$ cat src/rtl/uart_arb_pkg.sv
// Shared types and constants for the two-requester UART transmit arbiter.
// Lock support is enabled by defining UART_ARB_LOCK_EN.
package uart_arb_pkg;

  typedef enum logic [1:0] {
    IDLE,
    ISSUE,
    WAIT_START,
    WAIT_DONE
  } state_e;

  localparam logic REQ0 = 1'b0;
  localparam logic REQ1 = 1'b1;

  localparam int DEF_START_TIMEOUT = 4;

  function automatic logic [1:0] onehot(input logic id);
    return id ? 2'b10 : 2'b01;
  endfunction

endpackage

$ cat src/rtl/uart_arb_rr2.sv
// Two-way round-robin picker; a held lock restricts the win to its owner.
// Purely combinational, gating by FSM state is done in the caller.
module uart_arb_rr2
  import uart_arb_pkg::*;
(
  input  logic [1:0] valid_i,
  input  logic       last_i,
  input  logic       lock_active_i,
  input  logic       lock_owner_i,
  output logic [1:0] win_o
);

  always_comb begin
    win_o = 2'b00;
    if (lock_active_i) begin
      win_o = valid_i & onehot(lock_owner_i);
    end else if (&valid_i) begin
      win_o = onehot(~last_i);
    end else begin
      win_o = valid_i;
    end
  end

endmodule

$ cat src/rtl/uart_tx_arbiter.sv
// Shares one UART transmitter between two byte requesters, one byte in flight.
// Define UART_ARB_LOCK_EN to let a requester hold ownership across bytes.
module uart_tx_arbiter
  import uart_arb_pkg::*;
#(
  parameter int START_TIMEOUT = DEF_START_TIMEOUT,
  parameter int TO_W          = 3
) (
  input  logic       clk,
  input  logic       rst,
  input  logic       req0_valid,
  input  logic [7:0] req0_data,
  input  logic       req0_lock,
  output logic       req0_ready,
  input  logic       req1_valid,
  input  logic [7:0] req1_data,
  input  logic       req1_lock,
  output logic       req1_ready,
  output logic       uart_transmit,
  output logic [7:0] uart_tx_byte,
  input  logic       uart_is_transmitting,
  output logic [1:0] grant,
  output logic       start_err
);

  localparam logic [TO_W-1:0] TO_LIM = TO_W'(START_TIMEOUT);

  state_e          state_q;
  logic [1:0]      grant_q;
  logic [7:0]      byte_q;
  logic            xmit_q;
  logic            last_q;
  logic [TO_W-1:0] cnt_q;
  logic [TO_W-1:0] cnt_d;

  logic       lock_active;
  logic       lock_owner;
  logic [1:0] win;
  logic [1:0] ready;
  logic       idle_ok;
  logic       xfer;
  logic       timeout;

  assign cnt_d   = cnt_q + 1'b1;
  assign timeout = (state_q == WAIT_START) && !uart_is_transmitting
                   && (cnt_d == TO_LIM) && !rst;
  assign idle_ok = (state_q == IDLE) && !uart_is_transmitting && !rst;
  assign ready   = idle_ok ? win : 2'b00;
  assign xfer    = |ready;

  uart_arb_rr2 u_rr (
    .valid_i       ({req1_valid, req0_valid}),
    .last_i        (last_q),
    .lock_active_i (lock_active),
    .lock_owner_i  (lock_owner),
    .win_o         (win)
  );

  always_ff @(posedge clk) begin
    if (rst) begin
      state_q <= IDLE;
      grant_q <= 2'b00;
      byte_q  <= 8'h00;
      xmit_q  <= 1'b0;
      last_q  <= REQ1;
      cnt_q   <= '0;
    end else begin
      xmit_q <= 1'b0;
      unique case (state_q)
        IDLE: begin
          if (xfer) begin
            byte_q  <= ready[1] ? req1_data : req0_data;
            grant_q <= ready;
            xmit_q  <= 1'b1;
            state_q <= ISSUE;
          end
        end
        ISSUE: begin
          cnt_q   <= '0;
          state_q <= WAIT_START;
        end
        WAIT_START: begin
          if (uart_is_transmitting) begin
            state_q <= WAIT_DONE;
          end else if (timeout) begin
            grant_q <= 2'b00;
            state_q <= IDLE;
          end else begin
            cnt_q <= cnt_d;
          end
        end
        WAIT_DONE: begin
          if (!uart_is_transmitting) begin
            last_q  <= grant_q[1];
            grant_q <= 2'b00;
            state_q <= IDLE;
          end
        end
        default: state_q <= IDLE;
      endcase
    end
  end

`ifdef UART_ARB_LOCK_EN
  logic lock_q;
  logic lock_own_q;
  logic own_lock;
  logic done_lock;

  assign own_lock    = lock_own_q ? req1_lock : req0_lock;
  assign done_lock   = grant_q[1] ? req1_lock : req0_lock;
  assign lock_active = lock_q && own_lock;
  assign lock_owner  = lock_own_q;

  // Lock drops as soon as the owner releases it in IDLE, so RR applies then.
  always_ff @(posedge clk) begin
    if (rst) begin
      lock_q     <= 1'b0;
      lock_own_q <= REQ0;
    end else if ((state_q == WAIT_DONE) && !uart_is_transmitting && done_lock) begin
      lock_q     <= 1'b1;
      lock_own_q <= grant_q[1];
    end else if (timeout || ((state_q == IDLE) && lock_q && !own_lock)) begin
      lock_q <= 1'b0;
    end
  end
`else
  logic unused_lock;
  assign unused_lock = req0_lock ^ req1_lock;
  assign lock_active = 1'b0;
  assign lock_owner  = REQ0;
`endif

  assign req0_ready    = ready[0];
  assign req1_ready    = ready[1];
  assign uart_transmit = xmit_q;
  assign uart_tx_byte  = byte_q;
  assign grant         = grant_q;
  assign start_err     = timeout;

endmodule

$ cat config.mk
export PLATFORM = sky130hd
export DESIGN_NAME = uart_tx_arbiter
export DESIGN_NICKNAME = d
export VERILOG_FILES = /design/src/rtl/uart_arb_pkg.sv /design/src/rtl/uart_arb_rr2.sv /design/src/rtl/uart_tx_arbiter.sv
export SDC_FILE = /design/constraint.sdc
export NUM_CORES = 1
export LEC_CHECK = 0
export BUFFER_PORTS_ARGS = -buffer_cell sky130_fd_sc_hd__clkbuf_2
export CORE_MARGIN = 3
export CORE_UTILIZATION = 45
export CTS_CLUSTER_DIAMETER = 100
export DETAILED_ROUTE_END_ITERATION = 12
export GPL_TIMING_DRIVEN = 0
export PLACE_DENSITY = 0.76
export SLEW_MARGIN = 10
export SYNTH_ARGS = -nofsm -noshare
export SYNTH_HDL_FRONTEND = slang
export SYNTH_SLANG_ARGS = --single-unit
export TNS_END_PERCENT = 100
$ cat constraint.sdc
create_clock -name clk -period 1.82 [get_ports clk]
set_input_delay 0 -clock clk [delete_from_list [all_inputs] [get_ports clk]]
set_output_delay 0 -clock clk [all_outputs]
set_load 0.05 [all_outputs]
==> results of run 1 <==
## metrics by stage
step	cell area [sq um]	worst slack (ns)	hold WS, ns
final	1246	0.09514	0.09605
after global routing	1246	0.01862	0.1320
after CTS	1242	0.01723	0.08150
after detailed placement	1055	0.1945	0.2700
after global placement	1055	0.2209	0.2651
after floorplan	858.3	0.09627	0.1670
## power by group
group          internal (mW)  switching [mW]
combinational         0.0878           0.148
clock                 0.0816           0.117
sequential             0.394          0.0150
## sequential cells by signal (all words and copies together) (netlist names)
| name | cells |
|---|---|
| cnt_q | 3 |
| grant | 2 |
| uart_transmit | 1 |
| uart_tx_byte | 8 |
| last_q | 1 |
| state_q | 2 |
## kinds of logic (layout without fill, tap and decap cells)
logic type | after synthesis | in the layout
DFF | 17 | 17
AOI/OAI and AO/OA | 39 | 39
buffers and inverters | 11 | 64
and+or+nand+nor | 28 | 28
adders and majority gates | 2 | 2
## layer usage
metal  track usage  vias to the layer above  share of wire
met1        0.2449                      429           0.42
met2        0.3436                       38           0.49
met3       0.03021                       10          0.055
met4        0.1198                        0          0.041
met5             0                        -              0
li1              -                      476              -
## final cells by class
| cell class | count | share of cell area |
|---|---|---|
| inverters | 4 | 0.01205 |
| repair buffers | 49 | 0.2631 |
| clock buffers | 3 | 0.01807 |
| flip-flops and latches | 17 | 0.2741 |
| multi-input cells | 69 | 0.3725 |
| well taps | 25 | 0.02510 |
| clock inverters | 1 | 0.004016 |
| plain buffers | 7 | 0.03112 |
## worst paths after layout
check                             from              end  slack [ns]  cells past startpoint
setup / recovery            state_q[0]       req1_ready         0.1                      4
hold / removal    uart_is_transmitting       state_q[0]         0.1                      3
setup reg to reg            state_q[1]  uart_tx_byte[1]        0.19                      4
hold reg to reg               grant[0]         grant[0]        0.48                      2
## timing repair
action                                  CTS  global route
endpoints found under the setup margin    0             3
resized for setup                         0             4
hold buffers                             16             0
hold endpoints to repair                  8             0
setup buffers                             0             0
## cell usage after synthesis, drive strengths merged
cell,number,share of area
a21bo,1,0.012
a21boi,1,0.0088
a21oi,12,0.070
a22oi,1,0.0088
a311oi,8,0.082
and3,1,0.0073
buf,5,0.037
clkbuf,2,0.0088
dfxtp,17,0.40
ha,2,0.029
inv,4,0.018
nand2,1,0.0044
nand2b,2,0.015
nand3,8,0.047
nand3b,1,0.0088
nor2,5,0.025
nor2b,1,0.0073
nor3b,1,0.0088
nor4,1,0.025
o211ai,4,0.035
o21ai,9,0.053
o21bai,1,0.0088
o221ai,1,0.010
o22ai,1,0.0073
or2,1,0.0073
or2b,1,0.0088
or3,2,0.015
or3b,2,0.021
or4,1,0.013
## worst register-to-register path, stage by stage (launching register included)
cell      delay, ns
dfxtp_2        0.37
nor4_4         0.53
buf_4          0.27
a21oi_1        0.09
a311oi_1       0.28
==> reports/metrics.cfg, run 1 <==
[sta]
fin_tns_setup_ns=0
slew_headroom=0.6184
finClkSkew_ns=0.004953
period_needed_ns=1.725
fmax_mhz=579.8
finalHoldViolations=0
worst_pin_slew_ns=0.5711
finalCritPeriodShare=0.9477
rsz0062_at_grt=no
drv_slew=0
final-setup-viol-count=0

[finish]
final_util=0.7064
layout_commonest_cell=clkbuf_2
area_growth_pct=46.04
antenna_cells=0
mostFrequentLayoutCells=clkbuf_2 (31), dfxtp_1 (16), dlygate4sd3_1 (16), a21oi_1 (12), o21ai_0 (9)
fin_nets=176
fin_cells=175
final-seq-area_sq_um=341.6
final_layout_size_suffix_gt1_frac=0.3133
n_fill_cell=152
multiInputGateArea_sq_um=464.2

[setup_path]
crit_chain=or4_4 > buf_6 > nor2_1 > clkbuf_4
worstPathArrival_ns=1.72
worst-path-buf-inv=2
cp_slowest_cell=or4_4
critPathLaunchType=flop
endpoint_kind=output pin
crit_family=simple AND/OR/NAND/NOR gates
critPathRequiredTime_ns=1.82
cp_max_fo=10
crit_type=flop to output pin
slowest_delay_ns=0.56

[yosys]
synth_top_family_by_area=compound AO/OA/AOI/OAI gates
synth-compound-area-share=0.2962
synth_xor_area_frac=0
synthCells=97
syn_area_sq_um=853.3
yosysWarningCount=0
yosys.area_share.simple=0.2126
synthDistinctLibCells=33
postSynthNetCount=122
synthMuxAreaShare=0
syn_area_per_cell_sq_um=8.797
yosysSeqAreaShare=0.3988
synthAdderAreaFrac=0.02933
ys_ff_latch=17

[placement]
place.gp.congestion=0.7699
port_buffers=33
dp.cells=155
hpwlAfterDp_um=1558

[power_and_ir_drop]
leakagePower_nw=0.5012
p_total_uw=843.5
vdd.ir_drop.worst_uv=439.3
p_per_area_nw_per_um2=676.9

[clock_network]
clk_pin_slew_worst_paths_ns=0.10
cts_tree=yes
cts.sinks=17
clk_latency_ns=0.29
cts.path.max_buffers=2
cts_root_buffer=clkbuf_4
ctsHtreeMaxLevel=1
cts_inserted_buffers=3

[routing]
drt_pass1_iterations=4
drc=0
wire_per_inst_um=14.29
num_vias=953
drt_wl_total_um=2500
dr.first_iter.drc_count=21
post_drt_via_cell_ratio=5.446
postRouteAntennaNets=0

[grt]
grt_max_degree=11
grt_use_total=0.2047
gr-total-overflow=0
antenna_found_initial=0
first_global_vias=857
grt_pass1_wl_um=3884

[status]
status=complete, no violations

[floorplanning]
die_x_um=49.55
die_area_sq_um=2455
num_rows=15
die_h_um=49.55
core_sq_um=1764
io-pin-count=37
initial_core_util=0.4837

[min_path]
min_path_type=input port to flop

[run]
max-cap-violations=0

Power figures use the tool's default switching activity.
==> run 2: changes to the inputs <==
--- a/config.mk
+++ b/config.mk
@@ -11,9 +11,10 @@
 export CTS_CLUSTER_DIAMETER = 100
 export DETAILED_ROUTE_END_ITERATION = 12
 export GPL_TIMING_DRIVEN = 0
-export PLACE_DENSITY = 0.76
+export PLACE_DENSITY = 0.77
 export SLEW_MARGIN = 10
 export SYNTH_ARGS = -nofsm -noshare
 export SYNTH_HDL_FRONTEND = slang
+export SYNTH_HIERARCHICAL = 1
 export SYNTH_SLANG_ARGS = --single-unit
 export TNS_END_PERCENT = 100
==> run 2 against run 1 <==
Effect of this change: die area decreased by 1.4%; sequential share of layout area grew 3.0 points; clock-buffer cell count did not move; largest cell class unchanged; via count decreased by 16%; critical endpoint is now req0_ready; clock skew decreased by 0.0020 ns; maximum frequency rose by 6.3%; register-to-register slack better by 0.03 ns; cell area is 10% lower; clock power about the same.
==> reports/metrics.cfg, run 2 <==
[yosys]
async_flop_share=0  ; unchanged
yosysTopAreaCell=dfxtp_1
ys_ff_latch=17  ; unchanged
synth-compound-area-share=0.2593  ; -0.03687
synth_xor_area_frac=0  ; unchanged
synth_edf_count=0  ; unchanged
synth_top_cells_by_count=dfxtp_1 (17), nor2_1 (14), nand2_1 (8), a211oi_2 (7), o22ai_1 (7)
yosysSeqAreaShare=0.4054  ; +0.006538
synth_top_area_share=0.4054  ; +0.006538
synthMuxAreaShare=0.02534  ; +0.02534
synthCells=95  ; -2.1%
yosys.area_share.simple=0.2221  ; +0.009447
synthAdderAreaFrac=0.02981  ; +0.0004807
synth_top_family_by_area=compound AO/OA/AOI/OAI gates
yosysWarningCount=6  ; +6
yosysMostFrequentCell=dfxtp_1
synthDistinctLibCells=27  ; -18%
synth_area_leaders=dfxtp_1 (41%), a211oi_2 (10%), nor2_1 (6.3%), o22ai_1 (5.2%), nand2_1 (3.6%)
syn_area_per_cell_sq_um=8.837  ; +0.46%
syn_area_sq_um=839.6  ; -1.6%
ys.flop_type=dfxtp_1

[finish]
area_growth_pct=33.38
antenna_cells=0  ; unchanged
layout_commonest_cell=clkbuf_2
n_fill_cell=153  ; +0.66%
mostFrequentLayoutCells=clkbuf_2 (34), dfxtp_1 (17), nor2_1 (14), nand2_1 (8)
final_layout_size_suffix_gt1_frac=0.3617  ; +0.04837
largest_register_ffs=8  ; unchanged
fin_nets=167  ; -5.1%

[min_path]
min_path_cells=3  ; unchanged
holdPathEnd=uart_tx_byte[7]
worstHoldStart=req0_data[7]
min_path_type=input port to flop

[sta]
period_needed_ns=1.622  ; -0.1026 ns
drv_slew=0  ; unchanged
finClkSkew_ns=0.002975  ; -0.001978 ns
finalCritPeriodShare=0.8914  ; -0.05635
slew_headroom=0.6129  ; -0.005568
fin_tns_setup_ns=0  ; unchanged
setup_ws_ns=0.1977  ; +0.1026 ns
finalHoldViolations=0  ; unchanged
worst_pin_slew_ns=0.5807  ; +0.009570 ns
rsz0062_at_grt=no
final-setup-viol-count=0  ; unchanged
fmax_mhz=616.4  ; +6.3%

[power_and_ir_drop]
pwr-share-comb=0.255  ; -0.025
swShare=0.3320  ; -0.0005175
seqPwrFrac=0.499  ; +0.015
p_total_uw=816.3  ; -3.2%
power_switching_uw=271.0  ; -3.4%
pwr-share-clk=0.246  ; +0.010
p_per_area_nw_per_um2=729.0  ; +7.7%
leakagePower_nw=0.5560  ; +11%
p_int_uw=545.3  ; -3.1%
vdd.ir_drop.worst_uv=472.4  ; +7.5%

[setup_path]
crit_type=flop to output pin
cp_max_fo=8  ; -2
crit_chain=nor4_2 > buf_4 > nand2_1 > inv_1 > clkbuf_2
critPathRequiredTime_ns=1.82  ; about the same
r2r_slack_ns=0.22  ; +0.03 ns
endpoint_kind=output pin
slowest_delay_ns=0.40  ; -0.16 ns
critPathLaunchType=flop
r2r_cells=6  ; +2
worstPathArrival_ns=1.62  ; -0.10 ns
rr_startpoint=last_q
cp_slowest_cell=dfxtp_1
regToRegEndpoint=uart_tx_byte[4]

[routing]
dr.first_iter.drc_count=5  ; -76%
drc=0  ; unchanged
postRouteAntennaNets=0  ; unchanged
drt_wl_total_um=1875  ; -25%
num_vias=798  ; -16%
wire_per_inst_um=11.36  ; -20%
post_drt_via_cell_ratio=4.836  ; -11%
drt_pass1_iterations=3  ; -1

[floorplanning]
num_rows=14  ; -1
initial_core_util=0.5154  ; +0.03167
core_sq_um=1629  ; -7.7%
die_h_um=49.20  ; -0.71%
io-pin-count=37  ; unchanged
die_x_um=49.20  ; -0.71%
die_area_sq_um=2420  ; -1.4%

[clock_network]
cts_tree=yes
cts.path.max_buffers=2  ; unchanged
cts_root_buffer=clkbuf_4
cts.sinks=17  ; unchanged
ctsHtreeMaxLevel=1  ; unchanged
clk_pin_slew_worst_paths_ns=0.10  ; about the same
cts_inserted_buffers=3  ; unchanged
clk_latency_ns=0.29  ; about the same

[placement]
hpwlAfterDp_um=1440  ; -7.6%
dpl_worst_slack_ns=0.04089  ; -0.1536 ns
place.gp.congestion=0.7812  ; +1.5%
port_buffers=34  ; +3.0%

[grt]
gr-total-overflow=0  ; unchanged
grt_pass1_wl_um=3084  ; -21%
grt_use_total=0.1660  ; -0.03865
antenna_found_initial=0  ; unchanged
grt_max_degree=11  ; unchanged
first_global_vias=727  ; -15%

[status]
status=complete, no violations

[run]
max-cap-violations=0  ; unchanged

[run 2: metrics by stage]
stage	utilization	cells	instance area (sq um)	hold WS, ns
global placement	0.6498	158	1059	0.2933
detailed placement	0.6498	158	1059	0.2983
finish	0.6874	165	1120	0.05290
global route	0.6874	165	1120	0.05909
CTS	0.6828	164	1112	0.04774
floorplan	-	100	858.3	0.06465
[run 2: how the worst max path moves through the flow]
stage | startpoint | endpoint | slack, ns | cells after the start
global placement | last_q | uart_tx_byte[3] | 0.14 | 5
finish | state_q[1] | req0_ready | 0.20 | 5
CTS | state_q[1] | req0_ready | 0.06 | 5
global route | state_q[1] | req0_ready | 0.04 | 5
floorplan | cnt_q[0] | cnt_q[0] | 0.41 | 6
detailed placement | last_q | uart_tx_byte[3] | 0.04 | 5
[run 2: per-layer routing]
metal	global-route usage	vias up	routed length, um	share of wire
met4	0.09953	0	32	0.017
li1	-	424	-	-
met1	0.1896	348	806	0.43
met3	0.05199	4	119	0.063
met5	0	-	0	0
met2	0.2679	22	915	0.49
[run 2: area by class of cell]
type | instances | area, sq um | area share
Clock buffer | 3 | 22.52 | 0.02011
Timing Repair Buffer | 37 | 197.7 | 0.1765
Multi-Input combinational cell | 73 | 479.2 | 0.4279
Sequential cell | 17 | 340.3 | 0.3039
Clock inverter | 1 | 5.005 | 0.004469
Inverter | 7 | 26.28 | 0.02346
Tap cell | 24 | 30.03 | 0.02682
Buffer | 3 | 18.77 | 0.01676
[run 2: power by group through the flow]
stage / Combinational [mW] / Sequential (mW) / Clock, mW
6_report: 0.208 / 0.407 / 0.201
5_1_grt: 0.225 / 0.411 / 0.230
4_1_cts: 0.207 / 0.407 / 0.211
3_5_place_dp: 0.201 / 0.416 / 0
3_3_place_gp: 0.198 / 0.415 / 0
2_1_floorplan: 0.0904 / 0.468 / 0
[run 2: worst max-delay path: cells and delay by family (launching register included)]
family	cells	cell delay, ns
buf+inv	3	0.52
simple gates	2	0.42
flops	1	0.40
[run 2: timing repair]
action | CTS | global route
setup buffers | 0 | 1
hold buffers | 2 | 0
pin swaps | 0 | 0
endpoints found under the hold margin | 4 | 0
setup endpoints to repair | 1 | 2
resized for setup | 1 | 0
[run 2: kinds of logic (layout without fill, tap and decap cells)]
kind of cell,Yosys count,in the layout
compound gates,27,27
other cells,1,6
flops,17,17
simple gates,36,36
fa+ha+maj,2,2
mux,2,2
buf+inv,10,51
